===== src/rtl/adder_pkg.sv =====
// Shared types for the pipelined add/subtract unit.
package adder_pkg;

  typedef enum logic {
    OP_ADD = 1'b0,
    OP_SUB = 1'b1
  } op_t;

endpackage


===== src/rtl/adder_pipelined_nbit_stage.sv =====
// One pipeline slice: a CHUNK_W-bit add with carry-in, registering the chunk
// sum, its carry-out and the beat's valid bit whenever the pipe advances.
module add_chunk_stage #(
  parameter int unsigned CHUNK_W = 4
) (
  input  logic               clk,
  input  logic               n_rst,
  input  logic               en,
  input  logic [CHUNK_W-1:0] a_i,
  input  logic [CHUNK_W-1:0] b_i,
  input  logic               c_i,
  input  logic               v_i,
  output logic [CHUNK_W-1:0] sum_o,
  output logic               c_o,
  output logic               v_o
);

  logic [CHUNK_W-1:0] sum_d, sum_q;
  logic               c_d, c_q;
  logic               v_d, v_q;

  always_comb begin
    {c_d, sum_d} = {1'b0, a_i} + {1'b0, b_i} + {{CHUNK_W{1'b0}}, c_i};
    v_d          = v_i;
  end

  always_ff @(posedge clk) begin
    if (!n_rst) begin
      sum_q <= '0;
      c_q   <= 1'b0;
      v_q   <= 1'b0;
    end else if (en) begin
      sum_q <= sum_d;
      c_q   <= c_d;
      v_q   <= v_d;
    end
  end

  always_comb begin
    sum_o = sum_q;
    c_o   = c_q;
    v_o   = v_q;
  end

endmodule


===== src/rtl/adder_pipelined_nbit.sv =====
// Pipelined BIT_WIDTH add/subtract split into NUM_STAGES registered carry
// chunks, with valid/ready flow control and carry/borrow and overflow flags.
module adder_pipelined_nbit
  import adder_pkg::*;
#(
  parameter int unsigned BIT_WIDTH  = 16,
  parameter int unsigned NUM_STAGES = 4
) (
  input  logic                 clk,
  input  logic                 n_rst,
  input  logic                 in_valid,
  output logic                 in_ready,
  input  logic [BIT_WIDTH-1:0] a,
  input  logic [BIT_WIDTH-1:0] b,
  input  logic                 carry_in,
  input  op_t                  op,
  output logic                 out_valid,
  input  logic                 out_ready,
  output logic [BIT_WIDTH-1:0] sum,
  output logic                 carry_out,
  output logic                 overflow
);

  localparam int unsigned C = BIT_WIDTH / NUM_STAGES;

  logic                 adv;
  logic [BIT_WIDTH-1:0] b_eff;
  logic                 cin0;
  logic [C-1:0]         chunk0_ref;
  logic                 a_msb, b_msb;

  logic [C-1:0]         ch_a  [NUM_STAGES];
  logic [C-1:0]         ch_b  [NUM_STAGES];
  logic                 ch_c  [NUM_STAGES];
  logic                 ch_v  [NUM_STAGES];
  logic [C-1:0]         ch_s  [NUM_STAGES];
  logic                 ch_co [NUM_STAGES];
  logic                 ch_vo [NUM_STAGES];

  // Skew registers: full operands travel with each stage; s_q holds the
  // already-finished low chunks so every chunk of a beat leaves together.
  logic [BIT_WIDTH-1:0] a_d    [NUM_STAGES];
  logic [BIT_WIDTH-1:0] a_q    [NUM_STAGES];
  logic [BIT_WIDTH-1:0] b_d    [NUM_STAGES];
  logic [BIT_WIDTH-1:0] b_q    [NUM_STAGES];
  logic [BIT_WIDTH-1:0] s_d    [NUM_STAGES];
  logic [BIT_WIDTH-1:0] s_q    [NUM_STAGES];
  logic [BIT_WIDTH-1:0] s_full [NUM_STAGES];
  op_t                  op_d   [NUM_STAGES];
  op_t                  op_q   [NUM_STAGES];

  always_comb begin
    b_eff      = (op == OP_SUB) ? ~b : b;
    cin0       = (op == OP_SUB) ? ~carry_in : carry_in;
    chunk0_ref = C'(a + b_eff + BIT_WIDTH'(cin0));
    adv        = ~ch_vo[NUM_STAGES-1] | out_ready;

    for (int unsigned k = 0; k < NUM_STAGES; k++) begin
      s_full[k] = s_q[k] | (BIT_WIDTH'(ch_s[k]) << (k * C));
    end

    a_d[0]  = a;
    b_d[0]  = b_eff;
    op_d[0] = op;
    s_d[0]  = '0;
    ch_c[0] = cin0;
    ch_v[0] = in_valid;
    for (int unsigned k = 1; k < NUM_STAGES; k++) begin
      a_d[k]  = a_q[k-1];
      b_d[k]  = b_q[k-1];
      op_d[k] = op_q[k-1];
      s_d[k]  = s_full[k-1];
      ch_c[k] = ch_co[k-1];
      ch_v[k] = ch_vo[k-1];
    end

    for (int unsigned k = 0; k < NUM_STAGES; k++) begin
      ch_a[k] = C'(a_d[k] >> (k * C));
      ch_b[k] = C'(b_d[k] >> (k * C));
    end

    a_msb     = 1'(a_q[NUM_STAGES-1] >> (BIT_WIDTH - 1));
    b_msb     = 1'(b_q[NUM_STAGES-1] >> (BIT_WIDTH - 1));
    in_ready  = adv;
    out_valid = ch_vo[NUM_STAGES-1];
    sum       = s_full[NUM_STAGES-1];
    carry_out = ch_co[NUM_STAGES-1] ^ (op_q[NUM_STAGES-1] == OP_SUB);
    overflow  = (a_msb == b_msb) && (sum[BIT_WIDTH-1] != a_msb);
  end

  always_ff @(posedge clk) begin
    if (!n_rst) begin
      for (int unsigned k = 0; k < NUM_STAGES; k++) begin
        a_q[k]  <= '0;
        b_q[k]  <= '0;
        s_q[k]  <= '0;
        op_q[k] <= OP_ADD;
      end
    end else if (adv) begin
      for (int unsigned k = 0; k < NUM_STAGES; k++) begin
        a_q[k]  <= a_d[k];
        b_q[k]  <= b_d[k];
        s_q[k]  <= s_d[k];
        op_q[k] <= op_d[k];
      end
    end
  end

  for (genvar k = 0; k < NUM_STAGES; k++) begin : g_stage
    add_chunk_stage #(
      .CHUNK_W(C)
    ) u_stage (
      .clk   (clk),
      .n_rst (n_rst),
      .en    (adv),
      .a_i   (ch_a[k]),
      .b_i   (ch_b[k]),
      .c_i   (ch_c[k]),
      .v_i   (ch_v[k]),
      .sum_o (ch_s[k]),
      .c_o   (ch_co[k]),
      .v_o   (ch_vo[k])
    );
  end

  a_in_known: assert property (@(posedge clk) disable iff (!n_rst)
    in_valid |-> !$isunknown({a, b, carry_in, op}));

  a_chunk0_sum: assert property (@(posedge clk) disable iff (!n_rst)
    (in_valid && adv) |=> (ch_s[0] == $past(chunk0_ref)));

endmodule


===== config.mk =====
export PLATFORM = sky130hd
export DESIGN_NAME = adder_pipelined_nbit
export DESIGN_NICKNAME = d
export VERILOG_FILES = /design/src/rtl/adder_pkg.sv /design/src/rtl/adder_pipelined_nbit_stage.sv /design/src/rtl/adder_pipelined_nbit.sv
export SDC_FILE = /design/constraint.sdc
export NUM_CORES = 1
export LEC_CHECK = 0
export CORE_MARGIN = 2
export CORE_UTILIZATION = 45
export CTS_CLUSTER_SIZE = 25
export DETAILED_ROUTE_END_ITERATION = 6
export GPL_TIMING_DRIVEN = 0
export PLACE_DENSITY_LB_ADDON = 0.12
export SLEW_MARGIN = 25
export SYNTH_ARGS = -nofsm -noshare
export SYNTH_HDL_FRONTEND = slang
export SYNTH_SLANG_ARGS = --single-unit

===== constraint.sdc =====
create_clock -name clk -period 9.5 [get_ports clk]
set_input_delay 1.9 -clock clk [delete_from_list [all_inputs] [get_ports clk]]
set_output_delay 1.9 -clock clk [all_outputs]
set_load 0.02 [all_outputs]

==> results of run 1 <==
[flip-flops by register name (all words and copies together) (netlist names)]
| register | flops |
|---|---|
| op_q | 4 |
| s_q | 24 |
| g_stage.u_stage.sum_o | 16 |
| g_stage.u_stage.v_o | 4 |
| a_q | 25 |
| b_q | 25 |
| g_stage.u_stage.c_o | 4 |
[worst register-to-register path, cell delays in order, from the launching register on]
cell     delay [ns]
dfxtp_1        0.32
nor2b_4        0.13
buf_4          0.17
buf_4          0.19
nand2_4        0.35
buf_12         0.29
[area by class of cell]
class	count	area [µm²]
Fill cell	887	4290
Clock buffer	11	141
Timing Repair Buffer	57	581
Inverter	20	75.1
Buffer	30	190
Clock inverter	5	50.0
Tap cell	133	166
Multi-Input combinational cell	218	1530
Sequential cell	102	2790
[metal layers]
| layer | GRT usage | vias up |
|---|---|---|
| li1 | - | 1432 |
| met2 | 0.292 | 81 |
| met3 | 0.0312 | 14 |
| met1 | 0.216 | 1352 |
| met4 | 0.0619 | 0 |
| met5 | 0 | - |
[power by group]
group | total [mW] | switching, mW | internal, mW
sequential | 0.518 | 0.0101 | 0.508
clock | 0.265 | 0.138 | 0.127
combinational | 0.109 | 0.0528 | 0.0558
[worst max-delay path by stage]
stage / to / cells past startpoint
2_1_floorplan: a_q[0][10] / 4
3_3_place_gp: a_q[0][15] / 4
3_5_place_dp: in_ready / 6
4_1_cts: in_ready / 6
5_1_grt: in_ready / 6
6_report: in_ready / 6
[metrics by stage]
step           setup slack [ns]  cells
2_1_floorplan              5.19    370
3_3_place_gp               3.60    559
3_5_place_dp               4.10    560
4_1_cts                    4.10    576
5_1_grt                    4.04    576
6_report                   4.11    576
[cells by family (layout without fill, tap and decap cells)]
family | after synthesis | after routing | synth area share
compound gates | 40 | 40 | 0.0680
flops | 102 | 102 | 0.609
simple gates | 136 | 136 | 0.155
xor+xnor | 22 | 22 | 0.0420
fa+ha+maj | 20 | 20 | 0.0677
buf+inv | 50 | 123 | 0.0579
[cells in the mapped netlist, drive strengths merged (4+ instances only)]
cell type	number	share of area
clkbuf	13	0.011
inv	20	0.016
edfxtp	75	0.49
ha	12	0.033
a2111o	4	0.0098
o211ai	4	0.0066
a211oi	7	0.019
nor2b	5	0.0085
and3	63	0.086
o21ai	6	0.0066
fa	8	0.035
buf	17	0.030
nand2	30	0.025
xnor2	16	0.031
dfxtp	27	0.12
xor2	6	0.011
nor2	26	0.021
a21oi	16	0.017
nand3	9	0.0098
==> flow_summary.yaml, run 1 <==
run_status:
  outcome: "finished clean"
pwr:
  p_leak_nw: 2.37
  irDropWorstVdd_mv: 0.0912
  power.density_nw_per_um2: 161
  total_power_uw: 891
logic_synthesis:
  syn_nets: 428
  synth-main-ff-cell: "edfxtp_1"
  yosysUniqueCellTypes: 27
  yosysSeqAreaShare: 0.609
  ys_warn_count: 0
  postSynthAreaPerCell_um2: 12.4
  syn_area_um2: 4580
  synth_edf_count: 75
  synthCells: 370
  async_flop_share: 0
  ys_ff_latch: 102
drt:
  drt-pass1-iter-count: 5
  routed_wl_um: 8930
  viasPerCell: 5.00
  wl_per_cell_um: 15.5
  drc: 0
  met3_length_um: 603
  drt-met1-wl_um: 3800
  top_layer: "met4"
  vias: 2879
  ant_nets: 0
  wl_met2_um: 4380
  drtIter0Drc: 125
worst_setup_path:
  reg2reg_from: "g_stage[3].u_stage.v_o"
  cp_top_family: "buffers and inverters"
  critPathKind: "input port to output port"
  worstPathMaxFanout: 10
  cpMaxStageDelayCell: "clkdlybuf4s50_1"
  worstRegToRegCells: 5
  worstPathCellList: "clkdlybuf4s50_1 > nor2b_4 > inv_2 > buf_6 > buf_6 > clkdlybuf4s50_1"
  required_ns: 7.60
  reg2reg_slack_ns: 7.70
  critPathMaxStageDelay_ns: 0.61
  worst_ep_arrival_time_ns: 3.49
  r2r-end: "a_q[0][10]"
  end_kind: "output port"
  worstSetupStartpoint: "out_ready"
  start_kind: "input port"
  cp.buffers_inverters: 5
sta:
  whs_ns: 0.459
  min_period_ns: 5.39
  max_freq_mhz: 185
  tns_ns: 0
  final_max_slew_viol_count: 0
  hold_viol: 0
  tightest_slew_ns: 0.577
  skew_ns: 0.00917
  max-slew-margin-rel: 0.615
  final-setup-viol-count: 0
  grt_setup_unrepaired: "no"
  min_period_over_period: 0.568
die:
  initial_utilization: 0.467
  coreArea_um2: 9820
  core.rowCount: 36
  die_w_um: 105
  die_h_um: 105
  dieArea_um2: 11000
  ios: 58
clocking:
  cts_max_level: 3
  cts_tree: "built"
  cts.sinks: 102
  clockBufferDepth: 2
  cts.repair.resized: 0
  hold_buffers: 0
  root_buffer: "clkbuf_8"
  path_clk_slew_ns: 0.09
  cts_setup_buffers: 0
  cts_buffers: 9
  insertion_delay_ns: 0.35
cells_and_area:
  area_growth_pct: 20.6
  final_nets: 496
  fin_area_um2: 5530
  utilization: 0.563
  num_antenna_cells: 0
  final_common_cell: "edfxtp_1"
  drive_gt1_frac: 0.104
  final_cell_mix: "edfxtp_1, and3_1, clkdlybuf4s50_1, nand2_1, dfxtp_1"
min_path:
  hold_depth: 2
  worstHoldPathType: "flip-flop to flip-flop"
  min_to: "g_stage[3].u_stage.sum_o[2]"
  hold_start: "g_stage[3].u_stage.sum_o[2]"
placed_design:
  portBuffers: 56
  gp_congestion: 0.770
  dp.final_hpwl_um: 6380
  place_area_um2: 5340
grt:
  track_usage: 0.170
  grt_remaining_overflow: 0
  grt_pass1_wl_um: 14300
  antenna_found_initial: 0
  grt_pass1_vias: 2833
  grt_max_degree: 45
run:
  cap_violations: 0
(Power assumes the default switching activity.)
==> run 2, diff against run 1 <==
==> constraint.sdc (replaced) <==
create_clock -name clk -period 4.7 [get_ports clk]
set_input_delay 0.94 -clock clk [delete_from_list [all_inputs] [get_ports clk]]
set_output_delay 0.94 -clock clk [all_outputs]
set_load 0.02 [all_outputs]
==> results of run 2 <==
The final DEF is identical to that of run 1. Status: finished clean.
Main changes from that run: setup slack after placement 4.10 ns -> 1.22 ns; setup slack after layout 4.11 ns -> 1.23 ns; register-to-register setup slack 7.70 ns -> 2.90 ns; total power 0.891 mW -> 1.80 mW; worst IR drop on VDD 0.0912 mV -> 0.184 mV
